**config.mk**
```make
export PLATFORM = sky130hd
export DESIGN_NAME = alu_cmd_sequencer
export DESIGN_NICKNAME = d
export VERILOG_FILES = /design/src/rtl/alu_cmd_sequencer.sv
export SDC_FILE = /design/constraint.sdc
export NUM_CORES = 1
export LEC_CHECK = 0
export ABC_AREA = 0
export CAP_MARGIN = 5
export CORE_UTILIZATION = 38
export DETAILED_ROUTE_END_ITERATION = 7
export DONT_BUFFER_PORTS = 1
export REMOVE_ABC_BUFFERS = 1
export SLEW_MARGIN = 20
export SYNTH_ARGS = -nofsm -noshare
export SYNTH_HDL_FRONTEND = slang
export SYNTH_SLANG_ARGS = --single-unit
export TNS_END_PERCENT = 20
```
**constraint.sdc**
```tcl
create_clock -name clk -period 2.3 [get_ports clk]
set_clock_uncertainty 0.2 [all_clocks]
set_input_delay 0.345 -clock clk [delete_from_list [all_inputs] [get_ports clk]]
set_output_delay 0.345 -clock clk [all_outputs]
set_load 0.005 [all_outputs]
```
**src/rtl/alu_cmd_sequencer.sv**
```systemverilog
`default_nettype none
// ============================================================================
// Module      : alu_cmd_sequencer
// Description : Queues ALU commands, issues them one at a time, and returns
//               results (or timeout markers) in command order.
// Revision    : 1.0 - initial release
// ============================================================================
module alu_cmd_sequencer #(
   parameter int FIFO_DEPTH = 4,
   parameter int TIMEOUT    = 64
) (
   input  logic       clk,
   input  logic       reset,
   input  logic       cmd_valid,
   output logic       cmd_ready,
   input  logic [1:0] cmd_opcode,
   input  logic [7:0] cmd_a,
   input  logic [7:0] cmd_b,
   output logic       alu_start,
   output logic [1:0] alu_opcode,
   output logic [7:0] alu_a,
   output logic [7:0] alu_b,
   input  logic [7:0] alu_result,
   input  logic       alu_done,
   output logic       res_valid,
   input  logic       res_ready,
   output logic [7:0] res_data,
   output logic [1:0] res_opcode,
   output logic       res_timeout,
   output logic       busy
);

   localparam int              C_PW       = (FIFO_DEPTH > 1) ? $clog2(FIFO_DEPTH) : 1;
   localparam int              C_CW       = $clog2(FIFO_DEPTH + 1);
   localparam logic [C_CW-1:0] C_FULL     = C_CW'(FIFO_DEPTH);
   localparam logic [7:0]      C_TMO_LAST = 8'(TIMEOUT - 1);

   typedef enum logic [1:0] {
      IDLE  = 2'd0,
      ISSUE = 2'd1,
      WAIT  = 2'd2,
      HOLD  = 2'd3
   } state_t;

   logic [17:0]     fifo_mem_q [FIFO_DEPTH];
   logic [C_PW-1:0] wr_ptr_q, wr_ptr_d;
   logic [C_PW-1:0] rd_ptr_q, rd_ptr_d;
   logic [C_CW-1:0] count_q, count_d;
   state_t          state_q, state_d;
   logic [7:0]      wait_cnt_q, wait_cnt_d;
   logic [1:0]      alu_opcode_q, alu_opcode_d;
   logic [7:0]      alu_a_q, alu_a_d;
   logic [7:0]      alu_b_q, alu_b_d;
   logic            res_valid_q, res_valid_d;
   logic [7:0]      res_data_q, res_data_d;
   logic [1:0]      res_opcode_q, res_opcode_d;
   logic            res_timeout_q, res_timeout_d;
   logic            do_push;
   logic            do_pop;

   // No pass-through: a full queue refuses even when a pop happens this cycle.
   assign cmd_ready = (count_q != C_FULL) && !reset;
   assign do_push   = cmd_valid && cmd_ready;
   assign do_pop    = (state_q == IDLE) && (count_q != '0);

   assign alu_opcode  = alu_opcode_q;
   assign alu_a       = alu_a_q;
   assign alu_b       = alu_b_q;
   assign res_valid   = res_valid_q;
   assign res_data    = res_data_q;
   assign res_opcode  = res_opcode_q;
   assign res_timeout = res_timeout_q;
   assign busy        = (state_q != IDLE) || (count_q != '0);

   always_ff @(posedge clk) begin
      if (do_push) begin
         fifo_mem_q[wr_ptr_q] <= {cmd_opcode, cmd_a, cmd_b};
      end
   end

   always_comb begin
      wr_ptr_d      = do_push ? wr_ptr_q + C_PW'(1) : wr_ptr_q;
      rd_ptr_d      = do_pop  ? rd_ptr_q + C_PW'(1) : rd_ptr_q;
      count_d       = count_q;
      state_d       = state_q;
      wait_cnt_d    = wait_cnt_q;
      alu_opcode_d  = alu_opcode_q;
      alu_a_d       = alu_a_q;
      alu_b_d       = alu_b_q;
      res_valid_d   = res_valid_q;
      res_data_d    = res_data_q;
      res_opcode_d  = res_opcode_q;
      res_timeout_d = res_timeout_q;
      alu_start     = 1'b0;

      if (do_push && !do_pop) begin
         count_d = count_q + C_CW'(1);
      end else if (!do_push && do_pop) begin
         count_d = count_q - C_CW'(1);
      end

      case (state_q)
         IDLE: begin
            if (do_pop) begin
               {alu_opcode_d, alu_a_d, alu_b_d} = fifo_mem_q[rd_ptr_q];
               state_d = ISSUE;
            end
         end
         ISSUE: begin
            alu_start  = 1'b1;
            wait_cnt_d = 8'd0;
            state_d    = WAIT;
         end
         WAIT: begin
            wait_cnt_d = wait_cnt_q + 8'd1;
            // A done still high from the previous operation is ignored on the first WAIT edge.
            if (alu_done && (wait_cnt_q != 8'd0)) begin
               res_data_d    = alu_result;
               res_opcode_d  = alu_opcode_q;
               res_timeout_d = 1'b0;
               res_valid_d   = 1'b1;
               state_d       = HOLD;
            end else if (wait_cnt_q == C_TMO_LAST) begin
               res_data_d    = 8'hFF;
               res_opcode_d  = alu_opcode_q;
               res_timeout_d = 1'b1;
               res_valid_d   = 1'b1;
               state_d       = HOLD;
            end
         end
         HOLD: begin
            if (res_ready) begin
               res_valid_d = 1'b0;
               state_d     = IDLE;
            end
         end
         default: state_d = IDLE;
      endcase
   end

   always_ff @(posedge clk) begin
      if (reset) begin
         wr_ptr_q      <= '0;
         rd_ptr_q      <= '0;
         count_q       <= '0;
         state_q       <= IDLE;
         wait_cnt_q    <= 8'd0;
         alu_opcode_q  <= 2'd0;
         alu_a_q       <= 8'd0;
         alu_b_q       <= 8'd0;
         res_valid_q   <= 1'b0;
         res_data_q    <= 8'd0;
         res_opcode_q  <= 2'd0;
         res_timeout_q <= 1'b0;
      end else begin
         wr_ptr_q      <= wr_ptr_d;
         rd_ptr_q      <= rd_ptr_d;
         count_q       <= count_d;
         state_q       <= state_d;
         wait_cnt_q    <= wait_cnt_d;
         alu_opcode_q  <= alu_opcode_d;
         alu_a_q       <= alu_a_d;
         alu_b_q       <= alu_b_d;
         res_valid_q   <= res_valid_d;
         res_data_q    <= res_data_d;
         res_opcode_q  <= res_opcode_d;
         res_timeout_q <= res_timeout_d;
      end
   end

endmodule
`default_nettype wire

```
==> metrics.txt, run 1 <==
DR vias/cell 5.06; CTS Sinks 119; r2r setup slk 60 ps; DRT iter0 DRCs 123; # DRC 7; CP cell instances nor2_1 > a211oi_2 > ha_4 > inv_1 > fa_1 > xor2_1 > or3_1 > a21oi_1; Std-Cell Core Area 0.0116 mm²; Die Width 112 µm; status complete, but fails checks; synth top area cells edfxtp_1 (47%), dfxtp_1 (20%), mux4_2 (8.8%); register area share after synthesis 0.675; min Tclk post-route 2240 ps; Pre-antenna DRT Iters 6; Post-DP HPWL 5.52 mm; gpl congestion 0.726; Power, Total 6.78 mW; die area 0.0125 mm²; worst r2r dst count_q[2]$_SDFFE_PP0P_; Ant. Diodes 0; Critical Path Max Stage Delay 370 ps; Post-Syn Instances 314; CTS max path bufs 2; final worst setup slack 64.9 ps; Reg2Reg Depth 8; Maximum Capacitance Violations 0; CP startpoint kind flop; critical path arrival 2370 ps; PwrDens 1180 mW/mm²; Post-synth EDFFs 72; WS Path Type reg -> reg; gr usage total 0.154; failing checks DRC; Die Height 112 µm; FF+latch count, synth 119; peak supply drop 0.571 mV; hold path cells 2; Vias 2651; first-pass GRT wire length 14.2 mm; Critical Path RT 2430 ps; worst slew pin tran 438 ps; ys flop type edfxtp_1; HP Class in -> reg; Core Rows 39; initial antenna violation count 0; Initial Utilization 0.396; I/O pins 64; Slew headroom 0.706; worst r2r src count_q[0]$_SDFFE_PP0P_; worst-path maximum fanout 3; htree depth 4; Hold EP res_timeout$_SDFFE_PP0P_; Syn. warnings 0; proportion of layout cells with a drive suffix above 1 0.205; final worst-path cycle share 0.972; commonest cells after routing, fill and taps aside edfxtp_1 (72), nand2_1 (49), dfxtp_1 (45); Worst path slowest cell fa_1; Critical Path Start count_q[0]$_SDFFE_PP0P_; Setup violations, final 0; top-area cell type share of the netlist area 0.471; Mean Syn Cell Area 14.6 µm²; CP Capture Type flop; post-route ant nets 0; largest net degree at the start of global routing 29; final hold violations 0; Port Buffers 0; final wirelength 8.83 mm; area leader, netlist edfxtp_1; nets@finish 411; vias in the first global route 2719; clock-pin slew of the registers on the worst-case setup and hold paths 50 ps; Hold Path Origin reset; asr flop ratio synth 0; Pleak 2.00 nW; CTS tree done; total CTS buffers 17; Root Buffer clkbuf_16; post-synth cell types 39; P&R area growth vs syn 25.2%; Overflow after GRT 0; DR WL/cell 16.8 µm; Worst-Skew Late Latency 410 ps; Post-Syn Area 0.00459 mm²; Peak Freq 447 MHz; setup tns final 0 ps; Final Max Slew Viols 0; Place WS 25.1 ps; commonest non-fill, non-tap cell in the layout edfxtp_1
[synth_stat cells, drive strengths merged, types with 2 or more instances]
| library cell | number |
|---|---|
| o211a | 2 |
| ha | 11 |
| o221a | 8 |
| buf | 7 |
| mux2i | 4 |
| nand2b | 2 |
| mux4 | 18 |
| dfxtp | 47 |
| a21oi | 24 |
| nand3 | 5 |
| nor2 | 13 |
| inv | 12 |
| and2 | 4 |
| xnor2 | 3 |
| o21a | 2 |
| edfxtp | 72 |
| or3 | 2 |
| xor2 | 7 |
| nand2 | 49 |
| o21ai | 3 |
| clkbuf | 6 |
[power breakdown]
part	total [mW]	leakage (nW)	switching (mW)	internal (mW)
registers	2.76	1.04	0.209	2.56
clock network	2.53	0.272	0.935	1.60
logic	1.48	0.694	0.795	0.682
[flip-flops by register name, summed over array words and instances, names as in the netlist]
register and count:
wait_cnt_q 8, state_q 2, alu_opcode 2, res_timeout 1
fifo_mem_q 72, res_opcode 2, wr_ptr_q 2, alu_b 8
alu_a 8, rd_ptr_q 2, res_data 8, res_valid 1
count_q 3
[critical path: cells and delay by family, from the launching register on]
family / cells / cell delay (ps)
buffers and inverters: 1 / 50
adders and majority gates: 2 / 570
xor gates and xnor gates: 1 / 160
and+or+nand+nor: 2 / 380
DFF: 1 / 350
AOI/OAI and AO/OA: 2 / 460
[metrics by stage]
stage,hold WS [ps],cells,util,instance area (µm²)
final,26.7,524,0.495,5750
after floorplan,214,301,-,4530
after CTS,17.2,523,0.493,5730
after global routing,29.6,524,0.495,5750
after global placement,218,462,0.417,4850
after detailed placement,221,462,0.417,4850
[layer usage]
layer / global-route usage / up-vias / part of all wire
li1: - / 1276 / -
met1: 0.180 / 1292 / 0.43
met2: 0.244 / 75 / 0.48
met3: 0.0713 / 8 / 0.077
met4: 0.0658 / 0 / 0.015
met5: 0 / - / 0
[layout make-up]
class | instances | area, µm²
Inverter | 12 | 45.0
Sequential cell | 119 | 3110
Tap cell | 143 | 179
Multi-Input combinational cell | 170 | 1400
Clock buffer | 18 | 429
Fill cell | 985 | 5860
Timing Repair Buffer | 48 | 443
Clock inverter | 14 | 151
[logic make-up (layout without fill, tap and decap cells)]
kind of cell	count (synthesis)	count (layout)	synth area share
buffers and inverters	25	92	0.0234
adders and majority gates	12	12	0.0343
xor gates and xnor gates	10	10	0.0191
DFF	119	119	0.675
muxes	22	22	0.0970
AOI/OAI and AO/OA	46	46	0.0746
and+or+nand+nor	80	80	0.0763
[how the worst max path moves through the flow]
stage / end / slack (ps) / cells past startpoint
CTS: count_q[2]$_SDFFE_PP0P_ / 9 / 10
global placement: count_q[2]$_SDFFE_PP0P_ / 100 / 10
floorplan: count_q[2]$_SDFFE_PP0P_ / -330 / 10
global route: count_q[2]$_SDFFE_PP0P_ / -20 / 8
detailed placement: count_q[2]$_SDFFE_PP0P_ / 30 / 10
finish: count_q[2]$_SDFFE_PP0P_ / 60 / 8
[repair_timing]
action                                  in CTS  in global routing
resized for setup                            0                  5
endpoints found under the setup margin       0                  1
hold endpoints to repair                   109                  0
setup buffers                                0                  1
hold buffers                                29                  0
No activity file was read; power rests on OpenSTA's default activity.
==> inputs of run 2 (changes only) <==
Settings changed: GPL_TIMING_DRIVEN set to 0.
==> run 2 against run 1 <==
Net effect:
- the run still ends with DRC left
- power decreased by 0.40%
- utilization is 0.22 points lower
- register-to-register slack is essentially flat
- highest routed layer unchanged
==> metrics.txt, run 2 (synthesis results as in run 1) <==
Final Cell Area 0.00573 mm² (was 0.00575 mm²); commonest cells after routing, fill and taps aside edfxtp_1 (72), nand2_1 (49), dfxtp_1 (41) (was edfxtp_1 (72), nand2_1 (49), dfxtp_1 (45)); Worst-Skew Late Latency 400 ps (was 410 ps); Std-Cell Core Area 0.0116 mm² (unchanged); CP Buf/Inv Count 1 (unchanged); worst-path maximum fanout 6 (was 3); vias in the first global route 2930 (was 2719); WS Path Type reg -> reg (unchanged); hold_ws 28.6 ps (was 26.7 ps); Maximum Capacitance Violations 0 (unchanged); proportion of layout cells with a drive suffix above 1 0.215 (was 0.205); Pre-antenna DRT Iters 8 (was 6); placed cell area 0.00471 mm² (was 0.00485 mm²); clock-pin slew of the registers on the worst-case setup and hold paths 50 ps (about the same); Overflow after GRT 0 (unchanged); final wirelength 9.35 mm (was 8.83 mm); Die Width 112 µm (unchanged); status complete, but fails checks (unchanged); final worst-path cycle share 0.978 (was 0.972); nets@finish 406 (was 411); Final Max Slew Viols 0 (unchanged); final cell count without fillers 519 (was 524); CTS tree done (unchanged); CP startpoint kind flop (unchanged); RSZ-0062 raised after global routing yes; final core utilization 0.493 (was 0.495); Critical Path Max Stage Delay 370 ps (about the same); final hold violations 0 (unchanged); GRT met2 Usage 0.270 (was 0.244); DR vias/cell 5.16 (was 5.06); Post-DP HPWL 5.06 mm (was 5.52 mm); Vias 2677 (was 2651); Setup violations, final 0 (unchanged); Pleak 1.98 nW (was 2.00 nW); top cell family by delay on the critical path adder cells (unchanged); largest net degree at the start of global routing 29 (unchanged); Initial Utilization 0.396 (unchanged); Worst path slowest cell dfxtp_4 (was fa_1); die area 0.0125 mm² (unchanged); Ant. Diodes 0 (unchanged); total CTS buffers 17 (unchanged); worst slew pin tran 1040 ps (was 438 ps); Core Rows 39 (unchanged); met1 Usage GRT 0.196 (was 0.180); failing checks DRC (unchanged); Critical Path RT 2430 ps (about the same); Peak Freq 445 MHz (was 447 MHz); CP Capture Type flop (unchanged); PwrDens 1180 mW/mm² (about the same); I/O pins 64 (unchanged); critical path arrival 2380 ps (was 2370 ps); commonest non-fill, non-tap cell in the layout edfxtp_1 (unchanged); CTS Sinks 119 (unchanged); initial antenna violation count 0 (unchanged); first-pass GRT wire length 15.1 mm (was 14.2 mm); HP Class in -> reg (unchanged); P&R area growth vs syn 24.6% (was 25.2%); setup tns final 0 ps (unchanged); placed cell count 444 (was 462); min Tclk post-route 2250 ps (was 2240 ps); Reg with most FFs fifo_mem_q (unchanged); DRT iter0 DRCs 102 (was 123); CP cell instances nor2_4 > a211oi_4 > ha_2 > inv_1 > fa_2 > xor2_1 > or3_1 > a21oi_1 (was nor2_1 > a211oi_2 > ha_4 > inv_1 > fa_1 > xor2_1 > or3_1 > a21oi_1); Port Buffers 0 (unchanged); peak supply drop 0.656 mV (was 0.571 mV); CTS max path bufs 2 (unchanged); gr usage total 0.165 (was 0.154); DR WL/cell 18.0 µm (was 16.8 µm); Root Buffer clkbuf_16 (unchanged); Largest register FFs 72 (unchanged); Slew headroom 0.307 (was 0.706); Die Height 112 µm (unchanged); # DRC 6 (was 7); GRT Max-Usage Layer met2 (unchanged); met3 usage 0.0615 (was 0.0713); post-route ant nets 0 (unchanged); htree depth 4 (unchanged); gpl congestion 0.724 (was 0.726)
## run 2: path summary, 6_finish.rpt
path,start,endpoint,slack [ps],cells past startpoint
worst max-delay path,count_q[0]$_SDFFE_PP0P_,count_q[2]$_SDFFE_PP0P_,50,8
worst min-delay path,reset,res_timeout$_SDFFE_PP0P_,30,2
worst max register to register,count_q[0]$_SDFFE_PP0P_,count_q[2]$_SDFFE_PP0P_,50,8
worst min register to register,alu_a[7]$_SDFFE_PP0P_,alu_a[7]$_SDFFE_PP0P_,280,2
## run 2: repair_timing
action                                  CTS  global route
cloned                                    1             0
hold endpoints to repair                109             0
hold buffers                             29             0
pin swaps                                 2             3
endpoints found under the setup margin   93            55
setup buffers                            10             3
gates resized for setup                  19             4
## run 2: worst register-to-register path: stages (launching register included)
cell      delay [ps]
dfxtp_4          370
nor2_4            60
a211oi_4         350
ha_2             240
inv_1             50
fa_2             330
xor2_1           150
or3_1            300
a21oi_1          120
## run 2: layout make-up
class	count	area, µm²
timing repair buffer	42	398
tap	143	179
clock buffer	23	458
fill	1012	5890
multi-input combinational	171	1440
sequential	119	3120
inverter	12	57.6
clock inverter	9	80.1
## run 2: routing by layer
metal	part of all wire	up-vias	wire length, µm
met3	0.058	8	542
met1	0.43	1324	4040
met4	0.0095	0	89
met5	0	-	0
met2	0.50	79	4670
li1	-	1266	-
## run 2: power by group
group | internal [mW] | switching [mW]
registers | 2.57 | 0.312
clock network | 1.50 | 0.863
logic | 0.717 | 0.785
total | 4.79 | 1.96
## run 2: metrics by stage
| step | total power [mW] | worst slack, ps |
|---|---|---|
| final | 6.75 | 50.5 |
| after CTS | 6.77 | 20.2 |
| after global placement | 4.05 | -983 |
| after detailed placement | 4.09 | -1070 |
| after floorplan | 3.72 | -333 |
| after global routing | 7.11 | -48.9 |
